<file path="src/rtl/spi_pkg.sv">
// Shared definitions for the SPI master slice.
// Holds the controller state encoding, the opcode bit values sent ahead of
// each frame, the default field widths, and the depth of the slave memory
// this master talks to.
package spi_pkg;

  typedef enum logic [2:0] {
    IDLE,
    OP,
    SHIFT,
    WAIT_RDY,
    CAPTURE,
    WAIT_DONE
  } state_t;

  localparam logic OP_WRITE = 1'b1;
  localparam logic OP_READ  = 1'b0;

  localparam int DEF_ADDR_W = 8;
  localparam int DEF_DATA_W = 8;
  localparam int MEM_DEPTH  = 32;

endpackage

</file>
<file path="src/rtl/spi_bit_shifter.sv">
// LSB-first shift register with a bit counter.
// load loads load_data and clears the count. shift moves every bit one place
// toward bit 0, inserts sin at the top and increments the count. last is high
// while the count equals last_idx, so the owner can stop after a variable
// number of bits.
// Ports:
//   clk, rst    clock, asynchronous active-high reset
//   load        load load_data, count <= 0 (wins over shift)
//   load_data   parallel value to load
//   shift       shift one place, count++
//   sin         bit inserted at the MSB on shift
//   last_idx    count value that flags the final bit
//   data        current register contents (bit 0 = next bit out)
//   last        count == last_idx
module spi_bit_shifter #(
  parameter int W  = 8,
  parameter int CW = $clog2(W + 1)
) (
  input  logic          clk,
  input  logic          rst,
  input  logic          load,
  input  logic [W-1:0]  load_data,
  input  logic          shift,
  input  logic          sin,
  input  logic [CW-1:0] last_idx,
  output logic [W-1:0]  data,
  output logic          last
);

  logic [CW-1:0] cnt;

  always_ff @(posedge clk or posedge rst) begin
    if (rst) begin
      data <= '0;
      cnt  <= '0;
    end else if (load) begin
      data <= load_data;
      cnt  <= '0;
    end else if (shift) begin
      data <= {sin, data[W-1:1]};
      cnt  <= cnt + 1'b1;
    end
  end

  assign last = (cnt == last_idx);

endmodule

</file>
<file path="src/rtl/spi_master.sv">
// SPI initiator for the 32 x 8 SPI slave memory.
// A host request (newd with wr/addr/wdata) is latched in IDLE. The master then
// drives one opcode bit, followed by the address (reads) or the address and
// write data (writes), on mosi, one bit per clk, LSB first, with cs high for
// exactly that frame. Reads wait for the slave's ready pulse and capture
// DATA_W bits from miso, starting the cycle after ready. Every transaction
// ends when the slave pulses op_done, which produces a one-cycle done.
// Optional build macro SPI_MASTER_TIMEOUT_EN: bounds the waits for ready and
// op_done to TIMEOUT cycles each; on expiry done and err pulse together.
// Without the macro err is tied low and the waits are unbounded.
// Ports:
//   clk, rst     clock (also the bit clock), asynchronous active-high reset
//   newd         request strobe, sampled only in IDLE
//   wr           1 = write, 0 = read
//   addr, wdata  request address and write data
//   cs, mosi     chip select (active high) and serial data to the slave
//   miso         serial data from the slave
//   ready        slave pulse: read data starts next cycle
//   op_done      slave pulse: transaction finished
//   busy         high from accepted request until done
//   done         one-cycle completion pulse
//   rdata        last completed read result
//   err          one-cycle timeout pulse, coincident with done
module spi_master
  import spi_pkg::*;
#(
  parameter int ADDR_W = DEF_ADDR_W,
  parameter int DATA_W = DEF_DATA_W
`ifdef SPI_MASTER_TIMEOUT_EN
  , parameter int TIMEOUT = 64
`endif
) (
  input  logic              clk,
  input  logic              rst,
  input  logic              newd,
  input  logic              wr,
  input  logic [ADDR_W-1:0] addr,
  input  logic [DATA_W-1:0] wdata,
  output logic              cs,
  output logic              mosi,
  input  logic              miso,
  input  logic              ready,
  input  logic              op_done,
  output logic              busy,
  output logic              done,
  output logic [DATA_W-1:0] rdata,
  output logic              err
);

  localparam int FRAME_W = ADDR_W + DATA_W;
  localparam int TX_CW   = $clog2(FRAME_W + 1);
  localparam int RX_CW   = $clog2(DATA_W + 1);

  state_t              state, state_next;
  logic                wr_q;
  logic [ADDR_W-1:0]   addr_q;
  logic [DATA_W-1:0]   wdata_q;

  logic                tx_load, tx_shift, tx_last;
  logic                rx_load, rx_shift, rx_last;
  logic                finish, expire, tmo_hit;
  logic [FRAME_W-1:0]  frame, tx_data;
  logic [TX_CW-1:0]    tx_last_idx;
  logic [DATA_W-1:0]   rx_data;
  logic                tx_unused;

  // Reads only send the address, so the data half of the frame is zero and
  // the bit count stops ADDR_W bits in.
  assign frame       = (wr_q == OP_WRITE) ? {wdata_q, addr_q} : {{DATA_W{1'b0}}, addr_q};
  assign tx_last_idx = (wr_q == OP_WRITE) ? TX_CW'(FRAME_W - 1) : TX_CW'(ADDR_W - 1);

  // Only bit 0 of the transmit register reaches mosi.
  assign tx_unused = ^tx_data[FRAME_W-1:1];

  spi_bit_shifter #(.W(FRAME_W), .CW(TX_CW)) u_tx (
    .clk       (clk),
    .rst       (rst),
    .load      (tx_load),
    .load_data (frame),
    .shift     (tx_shift),
    .sin       (1'b0),
    .last_idx  (tx_last_idx),
    .data      (tx_data),
    .last      (tx_last)
  );

  spi_bit_shifter #(.W(DATA_W), .CW(RX_CW)) u_rx (
    .clk       (clk),
    .rst       (rst),
    .load      (rx_load),
    .load_data ({DATA_W{1'b0}}),
    .shift     (rx_shift),
    .sin       (miso),
    .last_idx  (RX_CW'(DATA_W - 1)),
    .data      (rx_data),
    .last      (rx_last)
  );

  always_ff @(posedge clk or posedge rst) begin
    if (rst) state <= IDLE;
    else     state <= state_next;
  end

  // The request is captured only when IDLE accepts it, so newd while busy
  // cannot disturb a frame in flight.
  always_ff @(posedge clk or posedge rst) begin
    if (rst) begin
      wr_q    <= 1'b0;
      addr_q  <= '0;
      wdata_q <= '0;
    end else if (state == IDLE && newd) begin
      wr_q    <= wr;
      addr_q  <= addr;
      wdata_q <= wdata;
    end
  end

  // rdata only moves on a normally completed read; writes and timeouts
  // leave the previous result in place.
  always_ff @(posedge clk or posedge rst) begin
    if (rst) begin
      done  <= 1'b0;
      err   <= 1'b0;
      rdata <= '0;
    end else begin
      done <= finish | expire;
      err  <= expire;
      if (finish && wr_q == OP_READ) rdata <= rx_data;
    end
  end

`ifdef SPI_MASTER_TIMEOUT_EN
  localparam int TMO_W = $clog2(TIMEOUT + 1);
  logic [TMO_W-1:0] tmo_cnt;

  // Restarts on every state change so WAIT_RDY and WAIT_DONE each get a
  // full TIMEOUT window.
  always_ff @(posedge clk or posedge rst) begin
    if (rst)
      tmo_cnt <= '0;
    else if (state_next != state || (state != WAIT_RDY && state != WAIT_DONE))
      tmo_cnt <= '0;
    else
      tmo_cnt <= tmo_cnt + 1'b1;
  end

  assign tmo_hit = (state == WAIT_RDY || state == WAIT_DONE) &&
                   (tmo_cnt == TMO_W'(TIMEOUT - 1));
`else
  assign tmo_hit = 1'b0;
`endif

  // cs spans exactly the opcode cycle plus the shift cycles; every waiting
  // state sees cs and mosi low. op_done is tested before expiry so a
  // coinciding op_done completes normally.
  always_comb begin
    state_next = state;
    tx_load    = 1'b0;
    tx_shift   = 1'b0;
    rx_load    = 1'b0;
    rx_shift   = 1'b0;
    finish     = 1'b0;
    expire     = 1'b0;
    cs         = 1'b0;
    mosi       = 1'b0;
    busy       = 1'b1;
    case (state)
      IDLE: begin
        busy = 1'b0;
        if (newd) state_next = OP;
      end
      OP: begin
        cs         = 1'b1;
        mosi       = wr_q;
        tx_load    = 1'b1;
        state_next = SHIFT;
      end
      SHIFT: begin
        cs       = 1'b1;
        mosi     = tx_data[0];
        tx_shift = 1'b1;
        if (tx_last) state_next = (wr_q == OP_WRITE) ? WAIT_DONE : WAIT_RDY;
      end
      WAIT_RDY: begin
        if (ready) begin
          rx_load    = 1'b1;
          state_next = CAPTURE;
        end else if (tmo_hit) begin
          expire     = 1'b1;
          state_next = IDLE;
        end
      end
      CAPTURE: begin
        rx_shift = 1'b1;
        if (rx_last) state_next = WAIT_DONE;
      end
      WAIT_DONE: begin
        if (op_done) begin
          finish     = 1'b1;
          state_next = IDLE;
        end else if (tmo_hit) begin
          expire     = 1'b1;
          state_next = IDLE;
        end
      end
      default: begin
        busy       = 1'b0;
        state_next = IDLE;
      end
    endcase
  end

endmodule

</file>
<file path="config.mk">
export PLATFORM = sky130hd
export DESIGN_NAME = spi_master
export DESIGN_NICKNAME = d
export VERILOG_FILES = /design/src/rtl/spi_pkg.sv /design/src/rtl/spi_bit_shifter.sv /design/src/rtl/spi_master.sv
export SDC_FILE = /design/constraint.sdc
export NUM_CORES = 1
export LEC_CHECK = 0
export CAP_MARGIN = 10
export CELL_PAD_IN_SITES_DETAIL_PLACEMENT = 0
export CELL_PAD_IN_SITES_GLOBAL_PLACEMENT = 2
export CORE_ASPECT_RATIO = 0.75
export CORE_MARGIN = 5
export CORE_UTILIZATION = 33
export CTS_CLUSTER_SIZE = 8
export DETAILED_ROUTE_END_ITERATION = 6
export HOLD_SLACK_MARGIN = 0.05
export PLACE_DENSITY = 0.86
export SYNTH_ARGS = -nofsm -noshare
export SYNTH_HDL_FRONTEND = slang
export SYNTH_SLANG_ARGS = --single-unit
</file>
<file path="constraint.sdc">
create_clock -name clk -period 2 [get_ports clk]
set_input_delay 0.4 -clock clk [delete_from_list [all_inputs] [get_ports clk]]
set_output_delay 0.4 -clock clk [all_outputs]
set_load 0.01 [all_outputs]
</file>
# == After elaboration in Yosys (flattened, before gate mapping) ==
# Index checks and enable logic that the tools add are counted.
# totals
regBits,62
input_bits,23
output_inout_bits,13
wordCells,60
# op_classes
add_sub_neg,2
eq_ne,12
muxes,27
n_bitwise,1
n_reduce_logical,8
# ops
operator,n
$mux W16,3
$mux W3,6
$pmux W3 S6,1
$mux W8,2
$mux W4,3
$mux W5,2
$ne A2 B2 Y1 const B,5
$mux W1,9
$eq A3 B2 Y1 const B,2
$eq A3 B3 Y1 const B,2
$add A5 B1 Y5 const B,1
$eq A5 B4 Y1,1
$reduce_and A5 Y1,1
$reduce_or A5 Y1,1
$add A4 B1 Y4 const B,1
$eq A4 B3 Y1 const B,1
$reduce_bool A2 Y1,2
$eq A3 B1 Y1 const B,1
$logic_not A3 Y1,1
$logic_and A1 B1 Y1,2
$pmux W1 S2,1
$reduce_or A2 Y1,1
$not A1 Y1,1

# == Logic depth before layout (Yosys ltp) ==
# logic_depth
ltp_word,4
ltp_mapped,6
mapped_depth_nobuf,5

# == By module ==
# A second synthesis with hierarchy kept.
# unflattened
hier_cells,254
area_unflattened_um2,2954.1
# by_module_without_submodules
module,instances,cells_each,area_per_inst_um2,seq_area_each_um2
spi_master,1,99,1300.0,725.7
spi_bit_shifter at u_tx,1,97,1014.7,525.5
spi_bit_shifter at u_rx,1,58,639.4,300.3

# == Worst setup path before layout ==
# Ideal clock, no wire load.
# synth_timing
path_kind,reg-to-output
startpoint,register state[0]
endpoint,output mosi
arrival_time_ns,1.168
t_required_ns,1.600
slack_ns,0.432
path_stages_with_launch,5
cell_sequence,dfrtp_1 > buf_6 > nor3b_4 > buf_4 > a22o_1
# synth_between
elab_chain_cells,2
elab_cells_between_ends,3
cone_classes,2 x eq/ne; 1 x mux
# synth_rtl
element,line,rtl
from (decl),spi_master.sv:54,"state_t state, state_next;"
from (signal assigned),spi_master.sv:101,else state <= state_next;
$eq A3 B2 Y1 or $eq A3 B1 Y1 (tied branches),spi_master.sv:167,case (state)
$pmux W1 S2 (*),spi_master.sv:167,
to (decl),spi_master.sv:40,"output logic mosi,"
# Mark *: on every way between the ends. The rest lies on a longest branch, timed or not.

# == Final worst setup path ==
# layout_timing
startpoint,register state[2]
endpoint,output mosi
# Same word-level chain as after synthesis.

==> qor.txt <==
Status: complete, no violations
First-pass GRT wire length: 8940 µm
Vias in the first global route: 1888
H-tree levels: 3
CTS max path bufs: 2
Placed Area: 0.00327 mm²
Startpoint class of the critical path: flop
Pre-CTS setup slack: -0.0263 ns
Yosys reg bits: 62
Mean Syn Cell Area: 11.8 µm²
Worst path cell trace: nor3b_4, buf_4, a22o_1, buf_2
Routed vias/inst: 4.72
Drt drc: 0
I/O pin count: 36
CP Data Required Time: 1.60 ns
Die height: 89.3 µm
Most frequent cells in the layout: dfrtp_1, nand2_1, clkdlybuf4s50_1
Mapped cell area: 0.00277 mm²
Post-route cell area: 0.00356 mm²
Final worst slack: 0.130 ns
Commonest non-fill, non-tap cell in the layout: dfrtp_1
Maximum clock frequency: 535 MHz
Crit-path max FO: 3
Fraction of layout cells with a size suffix above 1: 24.0%
Total GRT Usage: 11.3%
Synth unique cells: 37
Max Cap Viol: 0
Worst hold path type: input port to asynchronous set/reset pin
Largest net degree at the start of global routing: 63
Total negative setup slack: 0 ns
Critical path's largest stage delay: 0.45 ns
Core area: 0.00802 mm²
Final hold violation count: 0
P&R area growth vs syn: 28.6%
Hold buffers post-CTS: 0
GP Congestion: 0.710
DRT iter0 DRCs: 70
Finished Core Util: 44.4%
Rows: 28
Crit-path slowest cell: dfrtp_2
Critical path type: flop to primary output
Die area: 0.0103 mm²
PD cells: 1490 mW/mm²
Die Wd: 116 µm
DP Cell Count: 372
Nets: 308
Slew Limit Fails: 0
Post-DRT Antenna Nets: 0
Final WL: 5200 µm
Layout Cells excl Fill: 393
Crit path DAT: 1.47 ns
CTS tree: yes
Vias: 1855
# port buffers: 34
Post-layout min period: 1.87 ns
Wire per inst: 13.2 µm
Clock root cell: clkbuf_8
R2R setup slack: 0.19 ns
Pre-Repair DR Iteration Count: 4
Clock Sink Count: 62
Initial Utilization: 34.5%
Setup violations, final: 0
Warnings from Yosys: 0
Cells after Synth: 235
Critical Path Sink Type: primary output
Total grt overflow: 0
Initial antenna violation count: 0
Skew final: 0.00752 ns
Peak VDD IR: 0.433 mV
DP HPWL: 3520 µm
Clk pin slew, worst setup/hold paths: 0.08 ns
RSZ-0062 raised after global routing: no
Leak Pwr: 1.54 nW
Skew-Pair Late Insertion Delay: 0.34 ns
Seq/Total Area, Yosys: 56.1%
Syn nets: 260
Final Cycle Share: 93.5%
Inserted Diodes: 0
CTS Buf Count: 9
[through the flow]
step                      hold slack [ns]  total power, mW
after detailed placement            0.462             3.96
after global routing                0.453             5.69
after global placement              0.460             3.91
after CTS                           0.438             5.34
after floorplan                     0.446             3.36
final                               0.434             5.30
[path summary, 6_finish.rpt]
check	depth (start not counted)	from	endpoint
worst min-delay path	3	rst	wdata_q[3]
max in group asynchronous	3	rst	state[2]
worst min register to register	2	addr_q[1]	u_tx.data[1]
min in group clk	2	addr_q[1]	u_tx.data[1]
worst max-delay path	4	state[2]	mosi
worst max register to register	7	state[2]	state[1]
[where the power goes]
group          switching [mW]  internal (mW)  leakage [nW]  total, mW
registers               0.336           1.77         0.793       2.11
clock network           0.508          0.831         0.116       1.34
logic                   0.858          0.996         0.630       1.85
[cells by family (layout without fill, tap and decap cells)]
logic type / after synthesis / count (layout) / synth area share [%]
adder cells (fa/ha/maj): 2 / 2 / 0.904
buffers and inverters: 18 / 71 / 4.57
XOR/XNOR: 7 / 7 / 2.22
flip-flops: 62 / 62 / 56.1
AND/OR/NAND/NOR: 69 / 69 / 13.1
other: 1 / 1 / 0.135
multiplexers: 40 / 40 / 15.6
AO/OA/AOI/OAI: 36 / 36 / 7.37
[worst max-delay path: cells and delay by family (launching register included)]
kind / cells / cell delay [ns]
flops: 1 / 0.45
buf+inv: 2 / 0.29
compound gates: 1 / 0.15
simple gates: 1 / 0.24
[cells in the mapped netlist (all sizes together)]
cell type | instances | area [µm²]
a21o | 1 | 7.51
a21oi | 10 | 50.1
a22o | 2 | 17.5
a22oi | 1 | 7.51
a32o | 1 | 10.0
and2b | 1 | 7.51
and4b | 1 | 10.0
buf | 14 | 110
clkbuf | 2 | 8.75
conb | 1 | 3.75
dfrtp | 62 | 1550
ha | 2 | 25.0
inv | 2 | 7.51
mux2 | 26 | 293
mux2i | 14 | 140
nand2 | 35 | 131
nand2b | 1 | 13.8
nand3 | 9 | 45.0
nand4 | 3 | 18.8
nand4b | 1 | 8.76
nor2 | 9 | 33.8
nor2b | 1 | 6.26
nor3 | 2 | 21.3
nor3b | 6 | 66.3
o21ai | 18 | 90.1
o21bai | 1 | 7.51
o22ai | 1 | 6.26
o31ai | 1 | 7.51
xnor2 | 1 | 8.76
xor2 | 6 | 52.6
[per-layer routing]
metal	up-vias	wire, µm	global-route usage, %
met5	-	0	0
met2	28	2410	17.5
met4	0	56	3.79
met3	5	189	4.60
li1	912	-	-
met1	910	2550	14.5
[layout make-up]
type / count / area (µm²)
clock inverters: 7 / 123
fillers: 744 / 4460
multi-input cells: 155 / 1100
well taps: 105 / 131
repair buffers: 53 / 520
flip-flops and latches: 62 / 1550
clock buffers: 9 / 124
inverters: 2 / 7.51
[what timing repair did]
item,CTS,global route
gates resized for setup,8,2
setup buffers,3,2
endpoints found under the setup margin,3,2
pin swaps,2,0
[flip-flops by register name, indices dropped and copies added, names as in the netlist]
signal	count
addr_q	8
done	1
rdata	8
state	3
u_rx.cnt	4
u_rx.data	8
u_tx.cnt	5
u_tx.data	16
wdata_q	8
wr_q	1
Note: power is estimated with default switching activity, not from simulation.
